### src/rtl/load_store_unit_if.sv
// Bundles the MEM-stage request/response handshake and the data-RAM port of the load/store unit.
// The LSU connects through the slave modport; the pipeline/RAM side uses master.
interface load_store_unit_if #(
    parameter int ADDR_W = 32,
    parameter int DATA_W = 32
);
    logic              mem_req;
    logic              mem_we;
    logic [1:0]        mem_size;
    logic              mem_unsigned;
    logic [ADDR_W-1:0] mem_addr;
    logic [DATA_W-1:0] mem_wdata;
    logic [DATA_W-1:0] mem_rdata;
    logic              mem_done;
    logic              mem_stall;
    logic              mem_err;
    logic              lsu2ram_we;
    logic [ADDR_W-1:0] lsu2ram_addr;
    logic [DATA_W-1:0] lsu2ram_data;
    logic [DATA_W-1:0] ram2lsu_data;

    modport slave (
        input  mem_req, mem_we, mem_size, mem_unsigned, mem_addr, mem_wdata, ram2lsu_data,
        output mem_rdata, mem_done, mem_stall, mem_err, lsu2ram_we, lsu2ram_addr, lsu2ram_data
    );

    modport master (
        output mem_req, mem_we, mem_size, mem_unsigned, mem_addr, mem_wdata, ram2lsu_data,
        input  mem_rdata, mem_done, mem_stall, mem_err, lsu2ram_we, lsu2ram_addr, lsu2ram_data
    );
endinterface

### src/rtl/load_store_unit.sv
// Load/store unit: converts byte-addressed LB/LH/LW/LBU/LHU/SB/SH/SW requests into
// word RAM cycles, with read-modify-write for sub-word stores and extended loads.
module load_store_unit #(
    parameter int ADDR_W = 32,
    parameter int DATA_W = 32
) (
    input logic clk,
    input logic rst,
    load_store_unit_if.slave bus
);
    typedef enum logic [1:0] {IDLE, READ, WRITE, DONE} state_t;

    state_t            state;
    state_t            next_state;
    logic              we_q;
    logic [1:0]        size_q;
    logic              uns_q;
    logic [1:0]        off_q;
    logic              err_q;
    logic [15:0]       wdata_q;
    logic [DATA_W-1:0] rd_buf;
    logic [DATA_W-1:0] merged;
    logic [DATA_W-1:0] load_data;
    logic [7:0]        lane_b;
    logic [15:0]       lane_h;
    logic              illegal;
    logic              ram_we;
    logic [ADDR_W-1:0] ram_addr;
    logic [DATA_W-1:0] ram_data;

    always_comb begin
        illegal = 1'b0;
        case (bus.mem_size)
            2'b01:   illegal = bus.mem_addr[0];
            2'b10:   illegal = (bus.mem_addr[1:0] != 2'b00);
            2'b11:   illegal = 1'b1;
            default: illegal = 1'b0;
        endcase
    end

    always_comb begin
        next_state = state;
        case (state)
            IDLE: begin
                if (bus.mem_req) begin
                    if (illegal)
                        next_state = DONE;
                    else if (bus.mem_we && bus.mem_size == 2'b10)
                        next_state = WRITE;
                    else
                        next_state = READ;
                end
            end
            READ:    next_state = we_q ? WRITE : DONE;
            WRITE:   next_state = DONE;
            DONE:    next_state = IDLE;
            default: next_state = IDLE;
        endcase
    end

    // Merge is taken from the live RAM read so the write data is ready in the WRITE cycle.
    always_comb begin
        merged = bus.ram2lsu_data;
        case (size_q)
            2'b00:   merged[{off_q, 3'b000} +: 8] = wdata_q[7:0];
            2'b01:   merged[{off_q[1], 4'b0000} +: 16] = wdata_q;
            default: merged = bus.ram2lsu_data;
        endcase
    end

    always_comb begin
        lane_b = rd_buf[{off_q, 3'b000} +: 8];
        lane_h = rd_buf[{off_q[1], 4'b0000} +: 16];
        case (size_q)
            2'b00:   load_data = uns_q ? {{(DATA_W-8){1'b0}}, lane_b}
                                       : {{(DATA_W-8){lane_b[7]}}, lane_b};
            2'b01:   load_data = uns_q ? {{(DATA_W-16){1'b0}}, lane_h}
                                       : {{(DATA_W-16){lane_h[15]}}, lane_h};
            default: load_data = rd_buf;
        endcase
    end

    always_ff @(posedge clk or posedge rst) begin
        if (rst) begin
            state    <= IDLE;
            we_q     <= 1'b0;
            size_q   <= '0;
            uns_q    <= 1'b0;
            off_q    <= '0;
            err_q    <= 1'b0;
            wdata_q  <= '0;
            rd_buf   <= '0;
            ram_we   <= 1'b0;
            ram_addr <= '0;
            ram_data <= '0;
        end else begin
            state  <= next_state;
            ram_we <= (next_state == WRITE);
            if (state == IDLE && bus.mem_req) begin
                we_q     <= bus.mem_we;
                size_q   <= bus.mem_size;
                uns_q    <= bus.mem_unsigned;
                off_q    <= bus.mem_addr[1:0];
                err_q    <= illegal;
                wdata_q  <= bus.mem_wdata[15:0];
                ram_addr <= {2'b00, bus.mem_addr[ADDR_W-1:2]};
                if (bus.mem_we && bus.mem_size == 2'b10)
                    ram_data <= bus.mem_wdata;
            end
            if (state == READ) begin
                rd_buf <= bus.ram2lsu_data;
                if (we_q)
                    ram_data <= merged;
            end
        end
    end

    assign bus.lsu2ram_we   = ram_we;
    assign bus.lsu2ram_addr = ram_addr;
    assign bus.lsu2ram_data = ram_data;
    assign bus.mem_done     = (state == DONE);
    assign bus.mem_err      = (state == DONE) && err_q;
    assign bus.mem_rdata    = (state == DONE && !we_q && !err_q) ? load_data : '0;
    assign bus.mem_stall    = bus.mem_req && !bus.mem_done;
endmodule

### src/flat_wrapper.sv
// flat-port wrapper written by rule: the top's interface ports become plain ports
module load_store_unit_flat 
#(
    parameter int ADDR_W = 32,
    parameter int DATA_W = 32
)
  (clk, rst, bus_mem_req, bus_mem_we, bus_mem_size, bus_mem_unsigned, bus_mem_addr, bus_mem_wdata, bus_ram2lsu_data, bus_mem_rdata, bus_mem_done, bus_mem_stall, bus_mem_err, bus_lsu2ram_we, bus_lsu2ram_addr, bus_lsu2ram_data);
  load_store_unit_if #(.ADDR_W(ADDR_W), .DATA_W(DATA_W)) bus_i ();
  input logic clk;
  input logic rst;
  input wire logic [$bits(bus_i.mem_req)-1:0] bus_mem_req;
  input wire logic [$bits(bus_i.mem_we)-1:0] bus_mem_we;
  input wire logic [$bits(bus_i.mem_size)-1:0] bus_mem_size;
  input wire logic [$bits(bus_i.mem_unsigned)-1:0] bus_mem_unsigned;
  input wire logic [$bits(bus_i.mem_addr)-1:0] bus_mem_addr;
  input wire logic [$bits(bus_i.mem_wdata)-1:0] bus_mem_wdata;
  input wire logic [$bits(bus_i.ram2lsu_data)-1:0] bus_ram2lsu_data;
  output wire logic [$bits(bus_i.mem_rdata)-1:0] bus_mem_rdata;
  output wire logic [$bits(bus_i.mem_done)-1:0] bus_mem_done;
  output wire logic [$bits(bus_i.mem_stall)-1:0] bus_mem_stall;
  output wire logic [$bits(bus_i.mem_err)-1:0] bus_mem_err;
  output wire logic [$bits(bus_i.lsu2ram_we)-1:0] bus_lsu2ram_we;
  output wire logic [$bits(bus_i.lsu2ram_addr)-1:0] bus_lsu2ram_addr;
  output wire logic [$bits(bus_i.lsu2ram_data)-1:0] bus_lsu2ram_data;
  assign bus_i.mem_req = bus_mem_req;
  assign bus_i.mem_we = bus_mem_we;
  assign bus_i.mem_size = bus_mem_size;
  assign bus_i.mem_unsigned = bus_mem_unsigned;
  assign bus_i.mem_addr = bus_mem_addr;
  assign bus_i.mem_wdata = bus_mem_wdata;
  assign bus_i.ram2lsu_data = bus_ram2lsu_data;
  assign bus_mem_rdata = bus_i.mem_rdata;
  assign bus_mem_done = bus_i.mem_done;
  assign bus_mem_stall = bus_i.mem_stall;
  assign bus_mem_err = bus_i.mem_err;
  assign bus_lsu2ram_we = bus_i.lsu2ram_we;
  assign bus_lsu2ram_addr = bus_i.lsu2ram_addr;
  assign bus_lsu2ram_data = bus_i.lsu2ram_data;
  load_store_unit #(.ADDR_W(ADDR_W), .DATA_W(DATA_W)) u_core (.clk(clk), .rst(rst), .bus(bus_i));
endmodule
### config.mk
export PLATFORM = sky130hd
export DESIGN_NAME = load_store_unit_flat
export DESIGN_NICKNAME = d
export VERILOG_FILES = /design/src/rtl/load_store_unit_if.sv /design/src/rtl/load_store_unit.sv /design/src/flat_wrapper.sv
export SDC_FILE = /design/constraint.sdc
export NUM_CORES = 1
export LEC_CHECK = 0
export ABC_AREA = 1
export ABC_CLOCK_PERIOD_IN_PS = 4150
export CORE_UTILIZATION = 35
export CTS_BUF_LIST = sky130_fd_sc_hd__clkbuf_16
export CTS_CLUSTER_DIAMETER = 200
export DETAILED_ROUTE_END_ITERATION = 16
export GPL_TIMING_DRIVEN = 0
export PLACE_DENSITY = 0.66
export SLEW_MARGIN = 20
export SYNTH_ARGS = -nofsm -noshare
export SYNTH_HDL_FRONTEND = slang
export SYNTH_SLANG_ARGS = --single-unit
### constraint.sdc
create_clock -name clk -period 4.15 [get_ports clk]
set_clock_uncertainty 0.05 [all_clocks]
set_input_delay 0.6225 -clock clk [delete_from_list [all_inputs] [get_ports clk]]
set_output_delay 0.6225 -clock clk [all_outputs]
set_load 0.05 [all_outputs]
==> flow_metrics.py <==
metrics = {
    "run_status": {
        "status": "complete, no violations",
    },
    "synth": {
        "synth_flop_cell": "dfrtp_1",
        "ys_types": 28,
        "synth_edf_count": 0,
        "synth_top_cell_area_share_pct": 45.28,
        "synth_area_leader_cell": "dfrtp_1",
        "synth_common_cells": "nand2_1, dfrtp_1, nor2_1, inv_1, o21ai_0",
        "syn_inst": 931,
        "ys_top_cells_by_area": "dfrtp_1, nand2_1, nor2_1",
        "synthMostInstantiatedCell": "nand2_1",
        "synth_area_sq_um": 6631,
        "synth_warnings": 0,
        "synth.avg_cell_area_sq_um": 7.123,
        "ys_ff_latch": 120,
        "yosysSeqAreaShare_pct": 45.28,
        "async_flop_share_pct": 100.0,
    },
    "power": {
        "cellPowerDensity_nw_per_um2": 874.1,
        "p_leak_nw": 4.557,
        "ir_worst_vdd_v": 0.0005099,
        "total_power_w": 0.008320,
    },
    "clock_network": {
        "clkTransAtPathRegs_ps": 50,
        "postCtsSetupRepairBufs": 0,
        "cts_tree": "built",
        "cts_max_path_buffers": 2,
        "htreeDepth": 4,
        "cts_hold_buf": 0,
        "cts_root_buf": "clkbuf_16",
        "worst_skew_pair.late_latency_ps": 420,
        "postCtsResizedCells": 0,
        "clock_sinks": 120,
        "cts_made_buffers": 17,
    },
    "worst_setup_path": {
        "worstPathArrival_ps": 3040,
        "crit_chain": "ha_1 -> nand2_1 -> nor2_1 -> clkbuf_1 -> nand2_1 -> inv_1 -> clkdlybuf4s50_1",
        "cp_max_fo": 10,
        "critPathRequiredTime_ps": 3480,
        "rr_worst_depth": 9,
        "crit_buf_inv": 3,
        "path_common_cell": "nand2_1",
        "start_kind": "flop",
        "critPathMaxStageDelay_ps": 790,
        "crit_cells": 7,
        "slowest_stage": "clkdlybuf4s50_1",
        "crit_path_end_kind": "primary output",
        "crit_family": "buffers and inverters",
        "crit_type": "reg -> out",
    },
    "final_layout": {
        "syn2layout_area_growth_pct": 43.55,
        "final_area_sq_um": 9519,
        "multiInputGateArea_sq_um": 3058,
        "drive_above_1_share_pct": 6.009,
        "fill_cells": 1802,
        "diodes": 0,
        "final_util_pct": 52.10,
        "fin_nets": 1265,
        "seqCellArea_sq_um": 3003,
    },
    "sta": {
        "relSlewSlack_pct": 51.47,
        "finalHoldViolCount": 0,
        "finalCritPeriodShare_pct": 89.55,
        "timing.final.ws_setup_ps": 433.7,
        "worst_pin_slew_ps": 723.1,
        "layout_min_cycle_time_ps": 3716,
        "timing.hold.ws_ps": 425.8,
        "setup_viol": 0,
        "slew_viol_final": 0,
        "rsz0062_at_grt": "no",
        "max_freq_ghz": 0.2691,
    },
    "die": {
        "row_count": 49,
        "pin_count": 203,
        "start_util_pct": 36.30,
        "dieHeight_um": 139.6,
        "dieArea_sq_um": 19500,
        "die_w_um": 139.6,
        "coreArea_sq_um": 18270,
    },
    "placed_design": {
        "post-place-ws_ps": 896.7,
        "port_buffers": 200,
        "gp_congestion": 0.9375,
        "dpl-instance-area_sq_um": 8956,
        "dp_hpwl_um": 18660,
    },
    "global_route": {
        "overflow": 0,
        "grt_start_max_net_pins": 63,
        "antenna_found_initial": 0,
        "grt_pass1_vias": 6801,
        "track_usage_pct": 25.32,
        "grt_pass1_wl_um": 37560,
    },
    "run": {
        "max-cap-violations": 0,
    },
    "hold_path": {
        "min_path_type": "reg -> reg",
        "holdPathStages": 2,
    },
    "detailed_routing": {
        "viasPerCell": 5.032,
        "drc": 0,
        "avgRoutedWirePerCell_um": 17.32,
        "vias": 7015,
        "drtPass1Iterations": 5,
        "first_iter_violations": 514,
        "wl_um": 24140,
        "ant_nets": 0,
    },
}
-- layer usage --
| metal | vias up | share of wire, % | routed length [um] | GRT usage (%) |
|---|---|---|---|---|
| met4 | 0 | 2.6 | 638 | 9.717 |
| met2 | 317 | 45 | 10830 | 39.83 |
| met1 | 3268 | 45 | 10840 | 33.63 |
| met3 | 42 | 7.6 | 1838 | 6.160 |
| met5 | - | 0 | 0 | 0 |
| li1 | 3388 | - | - | - |
-- final timing paths --
check | endpoint | from | slack (ps)
worst max-delay path | bus_mem_rdata[5] | u_core.state[0]$_DFF_PP0_ | 430
worst max register to register | u_core.bus.lsu2ram_data[30]$_DFF_PP0_ | u_core.state[1]$_DFF_PP0_ | 1790
max in group asynchronous | u_core.rd_buf[7]$_DFFE_PP0N_ | rst | 2710
min in group asynchronous | u_core.bus.lsu2ram_addr[11]$_DFFE_PP0P_ | rst | 610
worst min register to register | u_core.bus.lsu2ram_addr[22]$_DFFE_PP0P_ | u_core.bus.lsu2ram_addr[22]$_DFFE_PP0P_ | 430
worst min-delay path | u_core.bus.lsu2ram_addr[22]$_DFFE_PP0P_ | u_core.bus.lsu2ram_addr[22]$_DFFE_PP0P_ | 430
-- final cells by class --
| cell class | count | area share [%] |
|---|---|---|
| Multi-Input combinational cell | 668 | 32.12 |
| Tap cell | 229 | 3.010 |
| Timing Repair Buffer | 201 | 21.32 |
| Inverter | 99 | 3.956 |
| Clock inverter | 15 | 1.446 |
| Sequential cell | 120 | 31.55 |
| Clock buffer | 17 | 4.469 |
| Buffer | 45 | 2.129 |
-- state kept, by name, summed over array words and instances, names as in the netlist, 2 cells and up --
signal	count
u_core.rd_buf	32
u_core.off_q	2
u_core.size_q	2
u_core.bus.lsu2ram_data	32
u_core.bus.lsu2ram_addr	30
u_core.wdata_q	16
u_core.state	2
-- stage by stage --
stage          cells  setup TNS, ps
2_1_floorplan    932              0
3_3_place_gp    1361        -184620
3_5_place_dp    1362              0
4_1_cts         1394              0
5_1_grt         1394              0
6_report        1394              0
-- kinds of logic (layout without fill, tap and decap cells) --
kind of cell	after synthesis	after routing	synth area share, %
AND/OR/NAND/NOR	459	459	27.45
AO/OA/AOI/OAI	192	192	15.81
flip-flops	120	120	45.28
other	1	2	0.05655
multiplexers	5	5	0.8490
adder cells (fa/ha/maj)	10	10	1.887
buffers and inverters	144	377	8.660
-- layout by cell type (no fill, tap or decap) --
master / Yosys / routed
bufinv_16: 0 / 2
a21boi_0: 4 / 4
buf_6: 2 / 2
o21ai_1: 4 / 4
clkinv_1: 2 / 3
clkbuf_1: 29 / 29
clkinv_4: 0 / 2
or2_2: 7 / 7
o221ai_1: 7 / 7
buf_1: 5 / 5
clkdlybuf4s50_1: 0 / 200
inv_6: 0 / 2
dfrtp_1: 120 / 120
nand3_1: 30 / 30
clkbuf_16: 0 / 17
nor2_1: 113 / 113
inv_2: 5 / 5
a21boi_1: 3 / 3
a21oi_1: 64 / 64
nand2_4: 1 / 1
buf_16: 0 / 1
clkinv_2: 0 / 5
ha_1: 10 / 10
o21ai_0: 83 / 83
o22ai_1: 19 / 19
mux2_2: 5 / 5
clkinvlp_4: 0 / 2
nor2_4: 2 / 2
inv_1: 92 / 93
nand2_1: 298 / 298
nand2_2: 6 / 6
buf_4: 3 / 3
conb_1: 1 / 2
buf_2: 6 / 6
o21a_1: 8 / 8
nor2_2: 2 / 2
-- tightest hold or removal path: stages (launching register included) --
cell     delay, ps
dfrtp_1        340
nand2_1         50
nand2_1         50
-- power breakdown --
part,switching (W),leakage (nW),internal (W)
Clock,0.000552,0.283,0.000872
Sequential,0.000433,1.44,0.00174
Combinational,0.00320,2.83,0.00152
Power figures use the tool's default switching activity.
